--- config.mk ---
export PLATFORM = sky130hd
export DESIGN_NAME = alu_wb_arbiter
export DESIGN_NICKNAME = d
export VERILOG_FILES = /design/src/rtl/alu_wb_arbiter.sv
export SDC_FILE = /design/constraint.sdc
export NUM_CORES = 1
export LEC_CHECK = 0
export ABC_AREA = 1
export CAP_MARGIN = 20
export CELL_PAD_IN_SITES_DETAIL_PLACEMENT = 0
export CELL_PAD_IN_SITES_GLOBAL_PLACEMENT = 1
export CORE_MARGIN = 2
export CORE_UTILIZATION = 25
export DETAILED_ROUTE_END_ITERATION = 8
export HOLD_SLACK_MARGIN = 0.02
export PLACE_DENSITY = 0.46
export SLEW_MARGIN = 40
export SYNTH_ARGS = -nofsm -noshare
export SYNTH_HDL_FRONTEND = slang
export SYNTH_SLANG_ARGS = --single-unit
export TNS_END_PERCENT = 5
--- constraint.sdc ---
create_clock -name clock -period 7.1 [get_ports clock]
set_clock_uncertainty 0.15 [all_clocks]
set_input_delay 0.71 -clock clock [delete_from_list [all_inputs] [get_ports clock]]
set_output_delay 0.71 -clock clock [all_outputs]
set_load 0.05 [all_outputs]
--- src/rtl/alu_wb_arbiter.sv ---
// Age-ordered write-back arbiter: per-channel result FIFOs feeding one registered WB port.
// Optional `ALU_WB_BYPASS_EN: an empty channel's incoming result may go straight to the WB register.

module alu_wb_arbiter_fifo #(
  parameter int DEPTH = 4,
  parameter int W     = 48
) (
  input  logic         clock,
  input  logic         reset,
  input  logic         i_push,
  input  logic         i_pop,
  input  logic [W-1:0] i_din,
  output logic [W-1:0] o_dout,
  output logic         o_empty,
  output logic         o_full
);
  localparam int AW = $clog2(DEPTH);

  logic [W-1:0]  r_mem [DEPTH];
  logic [AW-1:0] r_wptr, r_rptr;
  logic [AW:0]   r_cnt;

  always_ff @(posedge clock or negedge reset) begin
    if (!reset) begin
      r_wptr <= '0;
      r_rptr <= '0;
      r_cnt  <= '0;
    end else begin
      if (i_push) r_wptr <= r_wptr + 1'b1;
      if (i_pop)  r_rptr <= r_rptr + 1'b1;
      case ({i_push, i_pop})
        2'b10:   r_cnt <= r_cnt + 1'b1;
        2'b01:   r_cnt <= r_cnt - 1'b1;
        default: r_cnt <= r_cnt;
      endcase
    end
  end

  // Storage carries no reset; occupancy is tracked by r_cnt alone.
  always_ff @(posedge clock) begin
    if (i_push) r_mem[r_wptr] <= i_din;
  end

  assign o_dout  = r_mem[r_rptr];
  assign o_empty = (r_cnt == '0);
  assign o_full  = (r_cnt == (AW+1)'(DEPTH));
endmodule

module alu_wb_arbiter #(
  parameter int NUM_CH      = 4,
  parameter int DEPTH       = 4,
  parameter int WIDTH_DATA  = 32,
  parameter int WIDTH_INDEX = 8,
  parameter int WIDTH_ISSUE = 8
) (
  input  logic                            clock,
  input  logic                            reset,
  input  logic [WIDTH_ISSUE-1:0]          I_Issue_No,
  input  logic                            I_Stall,
  input  logic [NUM_CH-1:0]               I_Valid,
  input  logic [NUM_CH*WIDTH_DATA-1:0]    I_Data,
  input  logic [NUM_CH*WIDTH_INDEX-1:0]   I_Index,
  input  logic [NUM_CH*WIDTH_ISSUE-1:0]   I_IssueNo,
  output logic [NUM_CH-1:0]               O_Ready,
  output logic                            O_WB_Valid,
  output logic [WIDTH_DATA-1:0]           O_WB_Data,
  output logic [WIDTH_INDEX-1:0]          O_WB_Index,
  output logic [WIDTH_ISSUE-1:0]          O_WB_IssueNo,
  output logic [$clog2(NUM_CH)-1:0]       O_WB_Ch,
  output logic                            O_Overflow
);
  localparam int EW  = WIDTH_DATA + WIDTH_INDEX + WIDTH_ISSUE;
  localparam int CHW = $clog2(NUM_CH);

  logic [NUM_CH-1:0][EW-1:0]          w_in, w_head_q, w_head;
  logic [NUM_CH-1:0][WIDTH_ISSUE-1:0] w_age;
  logic [NUM_CH-1:0]                  w_empty, w_full, w_push, w_pop, w_cand, w_byp;
  logic                               w_any, w_take;
  logic [CHW-1:0]                     w_win;
  logic [WIDTH_ISSUE-1:0]             w_best;
  logic [EW-1:0]                      w_sel;

  logic                   r_wb_valid, r_ovf;
  logic [WIDTH_DATA-1:0]  r_wb_data;
  logic [WIDTH_INDEX-1:0] r_wb_index;
  logic [WIDTH_ISSUE-1:0] r_wb_issue;
  logic [CHW-1:0]         r_wb_ch;

  assign w_take = w_any & ~I_Stall;

  for (genvar c = 0; c < NUM_CH; c++) begin : g_ch
    // Entry layout {data, index, issue}; issue sits in the LSBs for the age subtract.
    assign w_in[c] = {I_Data[c*WIDTH_DATA +: WIDTH_DATA],
                      I_Index[c*WIDTH_INDEX +: WIDTH_INDEX],
                      I_IssueNo[c*WIDTH_ISSUE +: WIDTH_ISSUE]};

`ifdef ALU_WB_BYPASS_EN
    assign w_cand[c] = ~w_empty[c] | I_Valid[c];
    assign w_head[c] = w_empty[c] ? w_in[c] : w_head_q[c];
`else
    assign w_cand[c] = ~w_empty[c];
    assign w_head[c] = w_head_q[c];
`endif

    assign w_age[c]  = I_Issue_No - w_head[c][WIDTH_ISSUE-1:0];
    assign w_byp[c]  = w_take & (w_win == CHW'(c)) & w_empty[c];
    assign w_pop[c]  = w_take & (w_win == CHW'(c)) & ~w_empty[c];
    assign w_push[c] = I_Valid[c] & ~w_full[c] & ~w_byp[c];

    alu_wb_arbiter_fifo #(.DEPTH(DEPTH), .W(EW)) u_fifo (
      .clock   (clock),
      .reset   (reset),
      .i_push  (w_push[c]),
      .i_pop   (w_pop[c]),
      .i_din   (w_in[c]),
      .o_dout  (w_head_q[c]),
      .o_empty (w_empty[c]),
      .o_full  (w_full[c])
    );
  end

  // Strict '>' while scanning upward leaves ties with the lowest channel.
  always_comb begin
    w_any  = 1'b0;
    w_win  = '0;
    w_best = '0;
    for (int c = 0; c < NUM_CH; c++) begin
      if (w_cand[c] && (!w_any || w_age[c] > w_best)) begin
        w_any  = 1'b1;
        w_win  = CHW'(c);
        w_best = w_age[c];
      end
    end
  end

  assign w_sel = w_head[w_win];

  always_ff @(posedge clock or negedge reset) begin
    if (!reset) begin
      r_wb_valid <= 1'b0;
      r_wb_data  <= '0;
      r_wb_index <= '0;
      r_wb_issue <= '0;
      r_wb_ch    <= '0;
      r_ovf      <= 1'b0;
    end else begin
      r_ovf <= r_ovf | (|(I_Valid & w_full));
      if (!I_Stall) begin
        r_wb_valid <= w_any;
        if (w_any) begin
          r_wb_data  <= w_sel[EW-1 -: WIDTH_DATA];
          r_wb_index <= w_sel[WIDTH_ISSUE +: WIDTH_INDEX];
          r_wb_issue <= w_sel[WIDTH_ISSUE-1:0];
          r_wb_ch    <= w_win;
        end
      end
    end
  end

  assign O_Ready      = ~w_full;
  assign O_WB_Valid   = r_wb_valid;
  assign O_WB_Data    = r_wb_data;
  assign O_WB_Index   = r_wb_index;
  assign O_WB_IssueNo = r_wb_issue;
  assign O_WB_Ch      = r_wb_ch;
  assign O_Overflow   = r_ovf;
endmodule
# After elaboration in Yosys (flattened, before gate mapping)
# Memories as Yosys holds them, arrays and structs flattened.
# Index checks and enable logic that the tools add are counted.
dict set report totals {
  register_bits 80
  ramBits 768
  input_bits 207
  out_inout_bits 56
  word_cells 141
  memories 4
}
dict set report classes {
  addsub 20
  magnitude_cmp 4
  n_eq_ne 15
  mux 24
  bitwise 37
  reduce_logical 19
}
# name depth word_bits read_ports rd_ports_with_merged_regs write_ports line
set mem_list {}
lappend mem_list {{g_ch[0].u_fifo.r_mem} 4 48 1 0 1 19} ;# logic [W-1:0] r_mem [DEPTH];
lappend mem_list {{g_ch[1].u_fifo.r_mem} 4 48 1 0 1 19}
lappend mem_list {{g_ch[2].u_fifo.r_mem} 4 48 1 0 1 19}
lappend mem_list {{g_ch[3].u_fifo.r_mem} 4 48 1 0 1 19}
# operator count
set ops {}
lappend ops {{48-bit binary-select mux with 2-bit select} 1}
lappend ops {{48-bit two-way mux} 1}
lappend ops {{8-bit subtractor} 4}
lappend ops {{8-bit > comparator} 3}
lappend ops {{8-bit two-way mux} 3}
lappend ops {{3-bit case mux with 2 select lines} 4}
lappend ops {{1-bit AND} 21}
lappend ops {{2-bit by 1-bit adder with 2-bit output, second input constant} 8}
lappend ops {{1-bit two-way mux} 13}
lappend ops {{1-bit NOT} 13}
lappend ops {{3-bit by 1-bit adder with 3-bit output, second input constant} 4}
lappend ops {{2-bit equality test, second input constant} 6}
lappend ops {{3-bit equality test, second input constant} 4}
lappend ops {{3-bit zero test} 4}
lappend ops {{3-bit by 1-bit subtractor with 3-bit output, second input constant} 4}
lappend ops {{2-bit by 1-bit equality test with 1-bit output, second input constant} 5}
lappend ops {{2-bit nonzero test} 4}
lappend ops {{4-bit AND} 1}
lappend ops {{2-bit two-way mux} 2}
lappend ops {{4-bit NOT} 1}
lappend ops {{4-bit OR reduction} 1}
lappend ops {{1-bit logical AND} 3}
lappend ops {{1-bit logical OR} 3}
lappend ops {{2-bit by 3-bit < comparator with 1-bit output, second input constant} 1}
lappend ops {{4 further kinds} 5}

# Longest topological paths before layout
# Gate-level depths: netlist of the first run.
# An unclocked memory read counts as a cell.
dict set report depth {
  word_depth 22
  depth_mapped 65
  depth_no_buf 58
}

# Hierarchy
# A second synthesis of the first run with hierarchy kept.
dict set report unflattened {
  cells_unflattened 3501
  hier_area_um2 39925.8
}
# mod n_inst cells_per_inst area_per_inst_um2 seq_area_each_um2
set modules_own_cells {}
lappend modules_own_cells {alu_wb_arbiter_fifo 4 609 8416.8 5940.7}
lappend modules_own_cells {alu_wb_arbiter 1 1065 6258.5 1301.2}

# Least setup slack after synthesis of the first run
# OpenSTA, ideal clock, no wires.
dict set report synth_path {
  kind {reg-to-reg}
  startpoint {register g_ch[0].u_fifo.r_rptr[0]}
  endpoint {register g_ch[2].u_fifo.r_cnt[2]}
  setup_ns 0.124
  arrival_time_ns 7.110
  required_time_ns 6.826
  slack_ns -0.284
  path_stages_with_launch 56
  n_path_buf 7
  synth_period_minus_slack_ns 7.384
  cell_sequence {dfrtp_1 > buf_2 > inv_1 > buf_2 > buf_2 > nor2_1 > o22ai_1 > ha_1 > inv_1 > fa_1 > nand3_1 > nand2_1 > nand2_1 > nand2_1 > a21oi_1 > nor2_1 > nor2_1 > inv_1 > (+20 left out) > ha_1 > nand2_1 > nor2_1 > nand2_1 > nand2_1 > nand2_1 > nand2_2 > nand2_4 > nand2_4 > buf_6 > nand2_1 > nor2_4 > ha_1 > inv_1 > fa_1 > a21oi_1 > o21ai_0 > xnor2_1}
}
dict set report synth_between {
  word_cells_on_any_way 33
  classes_between {1 x add/sub; 3 x order compare; 3 x eq/ne; 10 x mux; 6 x bitwise; 9 x reduce/logical; 1 x memory}
}
# item line
set synth_rtl {}
lappend synth_rtl {{start: declaration} 20} ;# logic [AW-1:0] r_wptr, r_rptr;
lappend synth_rtl {{start signal: assignment} 30} ;# if (i_pop) r_rptr <= r_rptr + 1'b1;
lappend synth_rtl {{memory 4 x 48 bit *} --}
lappend synth_rtl {{8-bit subtractor *} 105} ;# assign w_age[c] = I_Issue_No - w_head[c][WIDTH_ISSUE-1:0];
lappend synth_rtl {{8-bit two-way mux *} 128} ;# if (w_cand[c] && (!w_any || w_age[c] > w_best)) begin
lappend synth_rtl {{8-bit > comparator} 128}
lappend synth_rtl {{1-bit logical OR} 128}
lappend synth_rtl {{1-bit logical AND} 128}
lappend synth_rtl {{8-bit two-way mux / 1-bit two-way mux (equally long branches)} 128}
lappend synth_rtl {{8-bit > comparator / 1-bit zero test (equally long branches)} 128}
lappend synth_rtl {{(+4 left out)} --}
lappend synth_rtl {{1-bit logical OR} 128}
lappend synth_rtl {{1-bit logical AND} 128}
lappend synth_rtl {{2-bit two-way mux / 1-bit two-way mux (equally long branches)} 128}
lappend synth_rtl {{2-bit equality test / 1-bit AND (equally long branches)} {107, 89}}
lappend synth_rtl {{1-bit AND * (2 in a row)} 107} ;# assign w_pop[c] = w_take & (w_win == CHW'(c)) & ~w_empty[c];
lappend synth_rtl {{via g_ch[2].u_fifo.i_pop} 11} ;# input logic i_pop,
lappend synth_rtl {{2-bit by 1-bit equality test with 1-bit output / 2-bit equality test (equally long branches)} 31} ;# case ({i_push, i_pop})
lappend synth_rtl {{3-bit case mux with 2 select lines / 2-bit nonzero test (equally long branches)} --}
lappend synth_rtl {{end signal: assignment} 32} ;# 2'b10: r_cnt <= r_cnt + 1'b1;
lappend synth_rtl {{end signal: assignment} 33} ;# 2'b01: r_cnt <= r_cnt - 1'b1;
lappend synth_rtl {{end signal: assignment} 34} ;# default: r_cnt <= r_cnt;
lappend synth_rtl {{end: declaration} 21} ;# logic [AW:0] r_cnt;
# The timed path passes the listed nets; every way through them passes the cells marked *.
# A chain may end at the register's enable or synchronous reset.

# Worst setup path after layout of the first run
dict set report layout_path {
  startpoint {register g_ch[0].u_fifo.r_rptr[0]}
  endpoint {register g_ch[1].u_fifo.r_cnt[2]}
}
dict set report layout_between {
  word_cells_on_any_way 33
  classes_between {1 x add/sub; 3 x order compare; 3 x eq/ne; 10 x mux; 6 x bitwise; 9 x reduce/logical; 1 x memory}
}
# item line
set layout_rtl {}
lappend layout_rtl {{memory 4 x 48 bit *} --}
lappend layout_rtl {{8-bit subtractor *} 105}
lappend layout_rtl {{8-bit two-way mux *} 128}
lappend layout_rtl {{8-bit > comparator} 128}
lappend layout_rtl {{1-bit logical OR} 128}
lappend layout_rtl {{1-bit logical AND} 128}
lappend layout_rtl {{8-bit two-way mux / 1-bit two-way mux (equally long branches)} 128}
lappend layout_rtl {{8-bit > comparator / 1-bit zero test (equally long branches)} 128}
lappend layout_rtl {{(+4 left out)} --}
lappend layout_rtl {{1-bit logical OR} 128}
lappend layout_rtl {{1-bit logical AND} 128}
lappend layout_rtl {{2-bit two-way mux / 1-bit two-way mux (equally long branches)} 128}
lappend layout_rtl {{2-bit by 1-bit equality test with 1-bit output / 1-bit AND (equally long branches)} {107, 89}}
lappend layout_rtl {{1-bit AND * (2 in a row)} 107}
lappend layout_rtl {{via g_ch[1].u_fifo.i_pop} 11}
lappend layout_rtl {{2-bit by 1-bit equality test with 1-bit output / 2-bit equality test (equally long branches)} 31}
lappend layout_rtl {{3-bit case mux with 2 select lines / 2-bit nonzero test (equally long branches)} --}
lappend layout_rtl {{end signal: assignment} 32}
lappend layout_rtl {{end signal: assignment} 33}
lappend layout_rtl {{end signal: assignment} 34}
lappend layout_rtl {{end: declaration} 21}
# Marked as above.

==> results of run 1 <==
-- through the flow --
stage          instance area [um^2]  cells  hold slack, ns
2_1_floorplan                 36000   3026           0.264
3_3_place_gp                  41900   5202           0.313
3_5_place_dp                  42100   5212           0.313
4_1_cts                       45300   5394           0.326
5_1_grt                       46000   5420           0.349
6_report                      46000   5424           0.320
-- sequential cells by signal, indices dropped and copies added, names as in the netlist --
| register | count |
|---|---|
| g_ch.u_fifo.r_mem | 768 |
| O_WB_Valid | 1 |
| O_WB_Index | 8 |
| g_ch.u_fifo.r_wptr | 8 |
| g_ch.u_fifo.r_rptr | 8 |
| O_WB_Data | 32 |
| O_WB_Ch | 2 |
| O_WB_IssueNo | 8 |
| O_Overflow | 1 |
| g_ch.u_fifo.r_cnt | 12 |
-- cell families (layout without fill, tap and decap cells) --
group	count (synthesis)	in the layout	share of synthesized area
XOR/XNOR	40	40	0.00973
buffers and inverters	399	888	0.0453
adder cells (fa/ha/maj)	80	80	0.0295
flip-flops	848	848	0.696
AO/OA/AOI/OAI	715	715	0.111
AND/OR/NAND/NOR	944	946	0.108
other	0	4	0
-- layout by cell type, fill, tap and decap left out, drive strengths merged, types with 27 or more instances in the layout --
cell,synthesis,final
o22ai,158,158
buf,61,219
edfxtp,768,768
a32o,27,27
nor2,408,408
clkdlybuf4s50,0,261
nand2,368,370
nand4,52,52
xor2,28,28
clkinv,6,39
o21ai,385,385
inv,217,224
nand3,111,111
clkbuf,115,136
dfrtp,80,80
a21oi,123,123
ha,72,72
-- per-layer routing --
layer | up-vias | global-route usage
li1 | 11700 | -
met3 | 144 | 0.0270
met4 | 22 | 0.0488
met1 | 12200 | 0.237
met5 | - | 0
met2 | 496 | 0.267
-- worst register-to-register path: cells and delay by family, from the launching register on --
kind / cells / cell delay (ns)
DFF: 1 / 0.46
buffers and inverters: 7 / 0.82
and+or+nand+nor: 25 / 2.22
AOI/OAI and AO/OA: 9 / 1.26
adders and majority gates: 6 / 1.70
xor gates and xnor gates: 1 / 0.16
-- cell type report --
type | count | share of cell area
sequential | 848 | 0.545
clock buffer | 133 | 0.0591
timing repair buffer | 484 | 0.102
multi-input combinational | 1781 | 0.214
inverter | 223 | 0.0184
antenna | 4 | 0.000218
tap | 1903 | 0.0517
clock inverter | 48 | 0.00968
-- path summary, 6_finish.rpt --
check,end,slack [ns],cells past startpoint
max,g_ch[1].u_fifo.r_cnt[2],0.23,48
min,g_ch[1].u_fifo.r_cnt[0],0.32,1
max reg2reg,g_ch[1].u_fifo.r_cnt[2],0.23,48
min reg2reg,g_ch[1].u_fifo.r_cnt[0],0.32,1
max in group asynchronous,g_ch[1].u_fifo.r_rptr[0],5.15,3
min in group asynchronous,O_WB_Data[12],0.43,2
-- what timing repair did --
action	in CTS	in global routing
hold buffers	1	0
buffers inserted	0	15
hold endpoints to repair	32	0
gates resized for setup	9	111
cloned	0	4
pin swaps	0	56
setup endpoints to repair	24	62
==> summary.txt, run 1 <==
Status
  • Status: complete, no violations

STA
  • Final min period: 6.87 ns
  • Setup TNS: 0 ns
  • Max-slew violations: 0
  • Worst slew pin tran: 0.908 ns
  • Final WS setup: 0.230 ns
  • RSZ-0062 raised after global routing: true
  • Fmax: 0.146 GHz
  • Slew headroom: 0.394
  • Final hold vios: 0
  • Fin crit share: 0.968
  • Final setup violation count: 0

Die
  • Starting Density: 0.251
  • Die area: 147000 um^2
  • Row Count: 139
  • Io pins: 263
  • Die Y-Extent: 384 um
  • Die width: 384 um
  • Core area: 143000 um^2

Worst hold path
  • Worst hold start: g_ch[1].u_fifo.r_cnt[0]
  • HP Class: reg2reg

Layout
  • Register area: 25100 um^2
  • Final net count: 3725
  • Layout area overhead: 27.8%
  • Final Core Density: 0.321
  • Fillers: 14.6k
  • Layout cells sized above 1: 0.136
  • Area of the multi-input gates: 9860 um^2

Critical path
  • Data required, critical path: 7.55 ns
  • Critical Path Start: g_ch[0].u_fifo.r_rptr[0]
  • Slowest stage cell, crit path: dfrtp_2
  • CP delay by family, top: simple AND/OR/NAND/NOR gates
  • Buf/Inv on CP: 7
  • R2r startpoint: g_ch[0].u_fifo.r_rptr[0]
  • CP max stage delay: 0.46 ns
  • CP endpoint kind: flop
  • Crit path max fanout: 8
  • Kind of critical path: reg2reg
  • Setup crit start kind: flop
  • Crit path DAT: 7.32 ns

Synth
  • Syn. warnings: 0
  • Asr flop ratio synth: 0.0943
  • Yosys cell types: 42
  • Most common cell in the netlist: edfxtp_1
  • Number of synthesized flops with an enable pin: 768
  • Sequential area share after synthesis: 0.696
  • Yosys top cell by area: edfxtp_1
  • Average size of a mapped cell: 11.9 um^2
  • Synth Net Count: 3313
  • Flops & latches, synth: 848
  • Top-area cell type share of the netlist area: 0.640
  • Commonest cells post-synth: 768 x edfxtp_1, 405 x nor2_1, 383 x o21ai_0, 359 x nand2_1, 216 x inv_1
  • Top_reg_cell synth: edfxtp_1
  • Post-synth design cell area: 36000 um^2
  • Post-Syn Instances: 3026
  • Area contributors post-synth: edfxtp_1 64%, dfrtp_1 5.6%, o21ai_0 5.3%

Route
  • Pre-antenna DRT Iters: 7
  • DRC Markers: 0
  • Via density: 4.51
  • Final ANT Viol Nets: 0
  • First-iteration detailed-routing DRC count: 1702
  • Top layer reached by signal wires: met5
  • Routed wl met3: 5720 um
  • DR WL met2: 58400 um
  • Via Count: 24.5k
  • WL final: 127000 um
  • Avg WL per Cell: 23.5 um
  • M1 WL: 60000 um

Global route
  • First-pass GRT wire length: 177000 um
  • Largest net degree at the start of global routing: 93
  • Gr ovfl total: 0
  • Number of global-route vias before repair: 23.5k
  • Overall routing resource usage: 0.169
  • Initial antenna violation count: 21

Clock tree
  • Clock latency on the worst-skew pair: 0.71 ns
  • CTS tree: yes
  • Reg clk slew, reported paths: 0.06 ns
  • Root buffer cell: clkbuf_16
  • TritonCTS buffer count: 100
  • CTS max path bufs: 3
  • Clock sink count: 848
  • # H-tree levels: 3

Placement
  • Port Buf Inserts: 262
  • Post-DP HPWL: 87200 um
  • GPL Wtd Cong: 0.826
  • Setup WS pre-CTS: -0.705 ns

Job
  • Max cap viols: 0
Power of run 1 is left out: the tool's default activity adds up to more than one toggle a clock period on the data nets, which glitch-free logic cannot reach.
==> inputs of run 2 (changes only) <==
CORE_UTILIZATION = 43   (was 25)
PLACE_DENSITY = 0.73   (was 0.46)
==> run 2 against run 1 <==
Compared with the run above:
- first-iteration DRC count up 34%
- sequential cell count unchanged
- hold slack got worse by 0.0070 ns
- global-route usage increased by 7.1 points
- fmax fell by 0.22%
- non-clock buffer count fell by 39
- core utilization rose by 21 points
- critical path depth up 2
- sequential share of layout area grew 2.5 points
- setup slack worse by 0.015 ns
- die area decreased by 41%
- largest cell class unchanged
==> summary.txt, run 2 (synthesis gave the netlist of run 1 again) <==
Layout
  • Fin area: 44000 um^2
  • Layout cells sized above 1: 0.125
  • Area of the multi-input gates: 9910 um^2
  • Most common cell after layout, fill and taps aside: edfxtp_1
  • Most frequent cells in the layout: 768 x edfxtp_1, 382 x nor2_1, 369 x o21ai_0
  • Max reg flops: 768
  • Fillers: 7106
  • Layout area overhead: 22.2%
  • Register area: 25100 um^2
  • Final net count: 3675
  • Reg with most FFs: g_ch.u_fifo.r_mem

Placement
  • DP Area: 40500 um^2
  • GPL Wtd Cong: 0.870
  • Port Buf Inserts: 262
  • Post-DP HPWL: 69700 um

STA
  • Final hold vios: 0
  • Worst slew pin tran: 0.817 ns
  • Fin crit share: 0.970
  • Final setup violation count: 0
  • Max-slew violations: 0
  • RSZ-0062 raised after global routing: true
  • Fmax: 0.145 GHz
  • Slew headroom: 0.455
  • Setup TNS: 0 ns
  • Final min period: 6.89 ns

Route
  • DRC Markers: 0
  • WL final: 105000 um
  • Via Count: 24.8k
  • Via density: 5.45
  • Avg WL per Cell: 23.2 um
  • First-iteration detailed-routing DRC count: 2278
  • Pre-antenna DRT Iters: 5
  • Final ANT Viol Nets: 0

Critical path
  • Worst reg-to-reg path cell count: 50
  • Slowest stage cell, crit path: dfrtp_2
  • Data required, critical path: 7.47 ns
  • Kind of critical path: reg2reg
  • CP max stage delay: 0.43 ns
  • CP endpoint kind: flop
  • Setup crit start kind: flop
  • Crit path max fanout: 9
  • Crit path DAT: 7.25 ns

Global route
  • First-pass GRT wire length: 153000 um
  • Gr ovfl total: 0
  • Met1 usage in global routing: 0.328
  • Overall routing resource usage: 0.240
  • GR Util met2: 0.392
  • Initial antenna violation count: 10
  • Number of global-route vias before repair: 24.1k
  • GR Layer Usage met3: 0.0413
  • Busiest metal layer after global routing: met2
  • Largest net degree at the start of global routing: 87

Die
  • Die area: 86100 um^2
  • Core area: 83300 um^2
  • Die width: 293 um
  • Io pins: 263
  • Row Count: 106
  • Die Y-Extent: 293 um
  • Starting Density: 0.432

Job
  • Max cap viols: 0

Clock tree
  • Clock latency on the worst-skew pair: 0.65 ns
  • # H-tree levels: 3
  • TritonCTS buffer count: 87
  • CTS tree: yes
  • Clock sink count: 848
  • Root buffer cell: clkbuf_16
  • Reg clk slew, reported paths: 0.06 ns
  • CTS max path bufs: 3

Status
  • Status: complete, no violations

Worst hold path
  • HP Class: in2async
==> run 2: cell types whose count changed in the layout (fill, tap and decap cells not counted), moves of 3 or more <==
cell and delta:
a32o_1 -4, a32o_2 +4, buf_12 -15, buf_4 -8, buf_6 -7, buf_8 -4
clkbuf_1 -5, clkbuf_16 -17, clkinv_4 +3, inv_4 -3
==> run 2: per-layer routing <==
layer	vias up	part of all wire
met1	12200	0.42
li1	11500	-
met2	851	0.48
met5	-	0.00098
met3	158	0.071
met4	16	0.030
==> run 2: critical path: cells and delay by family, from the launching register on <==
kind | cells | cell delay, ns
AND/OR/NAND/NOR | 26 | 2.07
adder cells (fa/ha/maj) | 6 | 1.68
AO/OA/AOI/OAI | 11 | 1.51
buffers and inverters | 6 | 0.74
flip-flops | 1 | 0.43
XOR/XNOR | 1 | 0.13
==> run 2: worst paths after layout <==
path                                     startpoint                       end  slack [ns]
setup / recovery           g_ch[0].u_fifo.r_rptr[0]   g_ch[2].u_fifo.r_cnt[2]        0.21
hold / removal                                reset  g_ch[1].u_fifo.r_rptr[1]        0.31
setup reg to reg           g_ch[0].u_fifo.r_rptr[0]   g_ch[2].u_fifo.r_cnt[2]        0.21
hold reg to reg             g_ch[3].u_fifo.r_cnt[0]   g_ch[3].u_fifo.r_cnt[0]        0.32
max in group asynchronous                     reset  g_ch[2].u_fifo.r_rptr[0]        5.48
min in group clock          g_ch[3].u_fifo.r_cnt[0]   g_ch[3].u_fifo.r_cnt[0]        0.32
==> run 2: metrics by stage <==
| stage | cells | hold slack, ns | util | worst slack, ns |
|---|---|---|---|---|
| after detailed placement | 4348 | 0.315 | 0.487 | -0.691 |
| after floorplan | 3026 | 0.264 | - | 0.00688 |
| after global placement | 4348 | 0.310 | 0.487 | -0.691 |
| final | 4544 | 0.313 | 0.528 | 0.214 |
| after CTS | 4523 | 0.288 | 0.521 | 0.000259 |
| after global routing | 4543 | 0.326 | 0.528 | -0.193 |
==> run 2: repair_timing <==
item                       4_1_cts  5_1_grt
gates resized for setup         21       98
hold endpoints to repair        12        0
cloned                           1        3
setup endpoints to repair       55       60
setup buffers                   10       16
pin swaps                        6       65
hold buffers                     1        0
==> run 2: area by class of cell <==
type / count / area share
repair buffers: 445 / 0.0925
flip-flops and latches: 848 / 0.570
clock inverters: 50 / 0.00975
well taps: 1080 / 0.0307
multi-input cells: 1783 / 0.225
inverters: 223 / 0.0191
diodes: 2 / 0.000114
clock buffers: 113 / 0.0529
Power of run 2 is left out for the same reason.
==> inputs of run 3 (changes only) <==
CTS_CLUSTER_SIZE = 8   (was not set)
PLACE_DENSITY = not set   (was 0.73)
PLACE_DENSITY_LB_ADDON = 0.1   (was not set)
==> run 3 against run 2 <==
Compared with the run above:
- routed wire length grew 2.9%
- final cell count grew 0.53%
- final area grew 1.3%
- critical endpoint is now g_ch[1].u_fifo.r_cnt[2]
- sequential cell count is the same
- core utilization grew 0.66 points
- register-to-register slack gained 0.08 ns
- die area is the same
- sequential share of layout area shrank 0.71 points
==> summary.txt, run 3 (synthesis gave the netlist of run 1 again) <==
Status
  • Status: complete, no violations

STA
  • Fin Hold WS: 0.325 ns
  • Final hold vios: 0
  • Setup TNS: 0 ns
  • Fmax: 0.147 GHz
  • Max-slew violations: 0
  • Final setup violation count: 0
  • Fin crit share: 0.959
  • Final min period: 6.81 ns
  • Worst slew pin tran: 0.824 ns
  • Slew headroom: 0.451
  • RSZ-0062 raised after global routing: true

Clock tree
  • Reg clk slew, reported paths: 0.06 ns
  • CTS max path bufs: 3
  • # H-tree levels: 3
  • CTS tree: yes
  • Clock sink count: 848
  • TritonCTS buffer count: 117
  • Clock latency on the worst-skew pair: 0.68 ns
  • Root buffer cell: clkbuf_16

Die
  • Io pins: 263
  • Die width: 293 um
  • Starting Density: 0.432
  • Row Count: 106
  • Core area: 83300 um^2
  • Die area: 86100 um^2
  • Die Y-Extent: 293 um

Layout
  • Layout cells sized above 1: 0.124
  • Number of diodes: 0
  • Fin area: 44600 um^2
  • Most frequent cells in the layout: 768 x edfxtp_1, 382 x nor2_1, 364 x o21ai_0
  • Final net count: 3698
  • Reg with most FFs: g_ch.u_fifo.r_mem
  • Fillers: 7073
  • Register area: 25100 um^2
  • Max reg flops: 768
  • Most common cell after layout, fill and taps aside: edfxtp_1
  • Area of the multi-input gates: 9900 um^2
  • Layout area overhead: 23.7%

Critical path
  • Crit path max fanout: 8
  • Data required, critical path: 7.49 ns
  • Stages on the worst setup path: 47
  • CP max stage delay: 0.43 ns
  • Slowest stage cell, crit path: dfrtp_2
  • CP endpoint kind: flop
  • Buf/Inv on CP: 5
  • Worst reg-to-reg path cell count: 47
  • Kind of critical path: reg2reg
  • Crit path DAT: 7.19 ns
  • Setup crit start kind: flop
  • CP delay by family, top: simple AND/OR/NAND/NOR gates

Route
  • Final ANT Viol Nets: 0
  • DRC Markers: 0
  • WL final: 108000 um
  • Pre-antenna DRT Iters: 7
  • Avg WL per Cell: 23.7 um
  • First-iteration detailed-routing DRC count: 1897
  • Via density: 5.49
  • Via Count: 25.1k

Placement
  • GPL Wtd Cong: 0.908
  • Port Buf Inserts: 262
  • DP Area: 40600 um^2
  • Post-DP HPWL: 72000 um

Global route
  • Largest net degree at the start of global routing: 97
  • First-pass GRT wire length: 156000 um
  • Number of global-route vias before repair: 23.9k
  • Overall routing resource usage: 0.248
  • Initial antenna violation count: 10
  • Gr ovfl total: 0

Worst hold path
  • HP Class: reg2reg
  • Worst Hold Depth: 2

Job
  • Max cap viols: 0
run 3: cell types whose count changed in the layout (fill, tap and decap cells not counted), sizes merged:
cell    before  now
diode        2    0
nand2      372  371
inv        224  221
buf        183  177
bufinv       5    0
clkbuf     113  188
clkinv      42    8
run 3: worst reg2reg max path: cells and delay by family (launching register included):
kind,cells,cell delay [ns]
flops,1,0.43
compound gates,9,0.99
simple gates,24,2.33
buf+inv,5,0.43
fa+ha+maj,7,1.99
xor+xnor,2,0.38
run 3: layer usage:
metal / vias up / GRT usage / routed length (um)
met5: - / 0 / 98
met4: 16 / 0.0769 / 3240
met3: 169 / 0.0462 / 7870
met2: 856 / 0.378 / 48800
met1: 12400 / 0.360 / 48200
li1: 11600 / - / -
run 3: final cells by class:
cell class,count,share of cell area
clock buffers,188,0.0729
clock inverters,8,0.00236
flip-flops and latches,848,0.563
multi-input cells,1782,0.222
well taps,1080,0.0303
inverters,223,0.0189
repair buffers,439,0.0905
run 3: what timing repair did:
item / CTS / global route
pin swaps: 1 / 43
gates resized for setup: 10 / 119
buffers inserted: 2 / 12
hold buffers: 1 / 0
setup endpoints to repair: 20 / 66
endpoints found under the hold margin: 21 / 0
cloned: 1 / 2
run 3: path summary, 6_finish.rpt:
path                                     startpoint                       end  slack, ns
setup / recovery           g_ch[1].u_fifo.r_rptr[0]   g_ch[1].u_fifo.r_cnt[2]       0.29
max in group asynchronous                     reset  g_ch[0].u_fifo.r_rptr[0]       5.50
min in group asynchronous                     reset  g_ch[1].u_fifo.r_wptr[0]       0.33
setup reg to reg           g_ch[1].u_fifo.r_rptr[0]   g_ch[1].u_fifo.r_cnt[2]       0.29
hold / removal              g_ch[3].u_fifo.r_cnt[1]   g_ch[3].u_fifo.r_cnt[1]       0.32
hold reg to reg             g_ch[3].u_fifo.r_cnt[1]   g_ch[3].u_fifo.r_cnt[1]       0.32
run 3: stage by stage:
stage | worst slack [ns] | std cells | util
after floorplan | 0.00688 | 3026 | -
after global placement | -0.680 | 4354 | 0.487
after detailed placement | -0.619 | 4354 | 0.487
after CTS | 0.00923 | 4554 | 0.528
after global routing | -0.118 | 4568 | 0.535
final | 0.293 | 4568 | 0.535
Power of run 3 is left out for the same reason.
